--- config.mk ---
export PLATFORM = sky130hd
export DESIGN_NAME = if_id_pipeline_register
export DESIGN_NICKNAME = d
export VERILOG_FILES = /design/src/rtl/if_id_pipeline_register.sv
export SDC_FILE = /design/constraint.sdc
export NUM_CORES = 1
export LEC_CHECK = 0
export ABC_AREA = 1
export CAP_MARGIN = 20
export CORE_MARGIN = 3
export CORE_UTILIZATION = 39
export CTS_CLUSTER_DIAMETER = 120
export CTS_CLUSTER_SIZE = 16
export DETAILED_ROUTE_END_ITERATION = 7
export PLACE_DENSITY = 0.84
export SLEW_MARGIN = 20
export SYNTH_ARGS = -nofsm -noshare
export SYNTH_HDL_FRONTEND = slang
export SYNTH_SLANG_ARGS = --single-unit
--- constraint.sdc ---
create_clock -name Clk -period 1.7 [get_ports Clk]
set_input_delay 0.34 -clock Clk [delete_from_list [all_inputs] [get_ports Clk]]
set_output_delay 0.34 -clock Clk [all_outputs]
set_load 0.005 [all_outputs]
--- src/rtl/if_id_pipeline_register.sv ---
// IF/ID pipeline register: captures PC+4 and the fetched instruction, holds on a
// hazard stall, squashes to NOP bubbles after a redirect, and counts stall/flush events.
module if_id_pipeline_register #(
   parameter int FLUSH_CYCLES = 1,
   parameter int CNT_W        = 16
) (
   input  logic             Clk,
   input  logic             Rst,
   input  logic [31:0]      PCAdder_in,
   input  logic [31:0]      Instruction_in,
   input  logic             Stall,
   input  logic             Flush,
   output logic [31:0]      PCAdder_out,
   output logic [31:0]      Instruction_out,
   output logic             Valid_out,
   output logic             PCWrite_out,
   output logic [CNT_W-1:0] StallCount_out,
   output logic [CNT_W-1:0] FlushCount_out,
   output logic [1:0]       State_out
);

   typedef enum logic [1:0] {
      RUN    = 2'd0,
      HOLD   = 2'd1,
      SQUASH = 2'd2
   } state_t;

   localparam logic [1:0]       SQ_INIT = 2'(FLUSH_CYCLES - 1);
   localparam logic [CNT_W-1:0] CNT_ONE = CNT_W'(1);

   generate
      if (FLUSH_CYCLES < 1 || FLUSH_CYCLES > 4) begin : g_bad_cfg
         $error("if_id_pipeline_register: FLUSH_CYCLES=%0d outside 1..4", FLUSH_CYCLES);
      end
   endgenerate

   state_t     state;
   state_t     state_next;
   logic [1:0] sq_cnt;
   logic       do_bubble;
   logic       do_hold;

   // Flush beats the squash countdown, which beats Stall; Rst is applied in the registers.
   assign do_bubble = Flush | (state == SQUASH);
   assign do_hold   = ~do_bubble & Stall;

   always_ff @(posedge Clk) begin
      if (Rst) begin
         state <= RUN;
      end else begin
         state <= state_next;
      end
   end

   // sq_cnt holds the bubbles still owed after the current one; leave SQUASH on the last.
   always_comb begin
      state_next = state;
      if (Flush) begin
         state_next = (FLUSH_CYCLES > 1) ? SQUASH : RUN;
      end else if (state == SQUASH) begin
         state_next = (sq_cnt <= 2'd1) ? RUN : SQUASH;
      end else if (Stall) begin
         state_next = HOLD;
      end else begin
         state_next = RUN;
      end
   end

   always_comb begin
      PCWrite_out = Rst | ~(Stall & ~Flush & (state != SQUASH));
      State_out   = state;
   end

   always_ff @(posedge Clk) begin
      if (Rst) begin
         sq_cnt <= 2'd0;
      end else if (Flush) begin
         sq_cnt <= SQ_INIT;
      end else if (state == SQUASH && sq_cnt != 2'd0) begin
         sq_cnt <= sq_cnt - 2'd1;
      end
   end

   always_ff @(posedge Clk) begin
      if (Rst) begin
         PCAdder_out     <= 32'h0000_0000;
         Instruction_out <= 32'h0000_0000;
         Valid_out       <= 1'b0;
      end else if (do_bubble) begin
         PCAdder_out     <= PCAdder_in;
         Instruction_out <= 32'h0000_0000;
         Valid_out       <= 1'b0;
      end else if (!do_hold) begin
         PCAdder_out     <= PCAdder_in;
         Instruction_out <= Instruction_in;
         Valid_out       <= 1'b1;
      end
   end

   always_ff @(posedge Clk) begin
      if (Rst) begin
         StallCount_out <= '0;
         FlushCount_out <= '0;
      end else begin
         if (do_hold && StallCount_out != '1) begin
            StallCount_out <= StallCount_out + CNT_ONE;
         end
         if (Flush && FlushCount_out != '1) begin
            FlushCount_out <= FlushCount_out + CNT_ONE;
         end
      end
   end

endmodule

==> impl_metrics.json <==
{
  "status": "finished clean",
  "synth.area.top_cells": "dfxtp_1 47%, nand2_1 13%, nor2_1 12%",
  "cp_slowest_cell": "clkdlybuf4s50_1",
  "stdcell_area_mm2": 0.00653,
  "cts_tree": "built",
  "powerDensity_mw_per_mm2": 730,
  "drive_above_1_share_pct": 12.0,
  "use_met3_pct": 3.37,
  "row_count": 37,
  "fill_cells": 948,
  "dieArea_mm2": 0.0124,
  "core_area_mm2": 0.0106,
  "clockBufferDepth": 2,
  "r2r-start": "StallCount_out[1]$_SDFFE_PP0P_",
  "sw_frac_of_total_pct": 24.9,
  "synth_seq_cells": 101,
  "grt-busiest-layer": "met2",
  "synth_top_family_by_area": "simple AND/OR/NAND/NOR gates",
  "ys_seq_area_share_pct": 46.6,
  "synth_ff_type": "dfxtp_1",
  "cts-root-buf": "clkbuf_8",
  "route.detailed.drc": 0,
  "ir_worst_vdd_mv": 0.521,
  "nets": 859,
  "numPortBuffers": 167,
  "grt_pass1_wl_um": 18600,
  "comb_power_share_pct": 13.7,
  "fin_worst_skew_ns": 0.0142,
  "die_x_um": 112,
  "grt_pass1_vias": 3851,
  "synth_async_sr_flop_share_pct": 0,
  "wl_um": 11600,
  "grt.total_usage_pct": 18.0,
  "vias_per_cell": 4.66,
  "crit_chain": "clkdlybuf4s50_1",
  "slew_headroom_pct": 74.8,
  "diodes": 0,
  "synth_common_cells": "146 x nand2_1, 140 x nor2_1, 101 x dfxtp_1",
  "syn_area_mm2": 0.00434,
  "power_switching_uw": 1190,
  "ys_warn_count": 0,
  "vias": 4329,
  "power_uw": 4770,
  "grt_max_degree": 65,
  "dp_hpwl_um": 8480,
  "cellLeakagePower_uw": 0.00270,
  "yosysTopAreaCellShare_pct": 46.6,
  "endpoint_kind": "primary output",
  "grt_overflow": 0,
  "period_share_pct": 95.5,
  "setup_viol": 0,
  "rsz0062_at_grt": "false",
  "crit_type": "register to primary output",
  "firstDrtPassIters": 5,
  "grt.met2_usage_pct": 30.5,
  "setup_tns_ns": 0,
  "clock-sinks": 101,
  "cp_num_buf_inv": 1,
  "fp.dieH_um": 112,
  "gp_congestion": 0.824,
  "crit_start": "StallCount_out[10]$_SDFFE_PP0P_",
  "synth_edf_count": 0,
  "synth_cells": 611,
  "cts_max_level": 3,
  "grtUsageMet1_pct": 23.3,
  "post_dp_cell_area_mm2": 0.00627,
  "synth_top_area_cell": "dfxtp_1",
  "yosysMostFrequentCell": "nand2_1",
  "path_delay_family": "buffers and inverters",
  "arrival_ns": 1.28,
  "cts_made_buffers": 9,
  "drtIter0Drc": 230,
  "max_stage_delay_ns": 0.53,
  "synth.area.mux_share_pct": 0,
  "hold_class": "input pin to register",
  "detail-route-antenna-nets": 0,
  "synthSimpleGateAreaFrac_pct": 33.8,
  "crit_path_start_kind": "register",
  "path_clk_slew_ns": 0.10,
  "finalHoldViolCount": 0,
  "worst_pin_slew_ns": 0.378,
  "wl_per_cell_um": 12.5,
  "internal-power_uw": 3580,
  "cap_violations": 0,
  "cts_hold_buf": 0,
  "synth_xor_area_share_pct": 0.202,
  "syn_avg_cell_area_um2": 7.11,
  "yosys.area_share.adder_pct": 1.15,
  "fin_crit_ns": 1.62,
  "power.share.sequential_pct": 52.6,
  "io_pins": 168,
  "seqCellArea_mm2": 0.00206,
  "syn-num-nets": 683,
  "synth_compound_area_share_pct": 11.3,
  "antenna_found_initial": 0,
  "multiInputGateArea_mm2": 0.00203,
  "cp_max_fo": 4,
  "area_growth_pct": 50.5,
  "fmax_mhz": 616,
  "insertion_delay_ns": 0.36,
  "ys_types": 26,
  "crit_required_ns": 1.36,
  "hold_start": "Flush",
  "pwr-share-clk_pct": 33.7,
  "slew_violations": 0,
  "start_util_pct": 41.1
}
worst paths after layout:
| path | cells past startpoint | endpoint | slack (ns) |
|---|---|---|---|
| setup / recovery | 1 | StallCount_out[10] | 0.08 |
| hold / removal | 4 | State_out[0]$_SDFF_PP0_ | 0.41 |
| setup reg to reg | 8 | StallCount_out[2]$_SDFFE_PP0P_ | 0.19 |
| hold reg to reg | 2 | Instruction_out[27]$_SDFFE_PP0N_ | 0.47 |
repair_timing:
action / 4_1_cts / 5_1_grt
endpoints found under the hold margin: 0 / 0
gates resized for setup: 14 / 27
setup endpoints to repair: 8 / 24
pin swaps: 3 / 1
setup buffers: 0 / 0
flip-flops by register name (all words and copies together) (netlist names):
| name | flops |
|---|---|
| FlushCount_out | 16 |
| PCAdder_out | 32 |
| Instruction_out | 32 |
| sq_cnt | 2 |
| StallCount_out | 16 |
| Valid_out | 1 |
| State_out | 2 |
power groups by stage:
| stage | clock [uW] | combinational [uW] | sequential (uW) |
|---|---|---|---|
| CTS | 1680 | 662 | 2510 |
| global route | 1770 | 717 | 2530 |
| global placement | 0 | 654 | 2560 |
| floorplan | 0 | 217 | 2580 |
| finish | 1610 | 654 | 2510 |
| detailed placement | 0 | 660 | 2570 |
stage by stage:
stage,worst slack (ns),cells,hold WS (ns),util (%)
finish,0.0767,928,0.408,61.9
CTS,0.000639,928,0.393,61.5
global placement,-0.416,912,0.449,59.4
global route,0.00454,928,0.432,61.9
detailed placement,-0.415,912,0.455,59.4
floorplan,0.301,611,0.409,-
final cells by class:
cell class	instances	area share, %
Inverter	37	2.13
Clock inverter	7	1.34
Sequential cell	101	31.5
Multi-Input combinational cell	448	31.0
Clock buffer	9	1.90
Timing Repair Buffer	190	29.5
Tap cell	136	2.60
kinds of logic after synthesis:
| group | count (synthesis) |
|---|---|
| AO/OA/AOI/OAI | 96 |
| XOR/XNOR | 1 |
| adder cells (fa/ha/maj) | 4 |
| buffers and inverters | 62 |
| flip-flops | 101 |
| AND/OR/NAND/NOR | 347 |
layer usage:
| layer | vias to the layer above | part of all wire (%) | wire length, um |
|---|---|---|---|
| met5 | - | 0 | 0 |
| met4 | 0 | 1.4 | 163 |
| met3 | 10 | 4.2 | 488 |
| met2 | 108 | 49 | 5720 |
| met1 | 1925 | 45 | 5230 |
| li1 | 2286 | - | - |
cells in the final DEF (no fill, tap or decap), types with 3 or more instances in the layout:
cell             synthesis  final
a21oi_1                 57     57
buf_12                   0      6
buf_4                    7     17
clkbuf_8                 0      9
clkdlybuf4s50_1          0    161
dfxtp_1                101     73
dfxtp_2                  0     27
dlymetal6s2s_1           0      3
ha_1                     4      4
inv_1                   35     35
inv_6                    0      3
nand2_1                146    144
nand2_2                  4      6
nand3_1                 30     30
nand4_1                  5      5
nor2_1                 140    138
nor2_2                   8     10
nor2_4                   3      3
o21ai_0                 38     38
(Power assumes the default switching activity.)
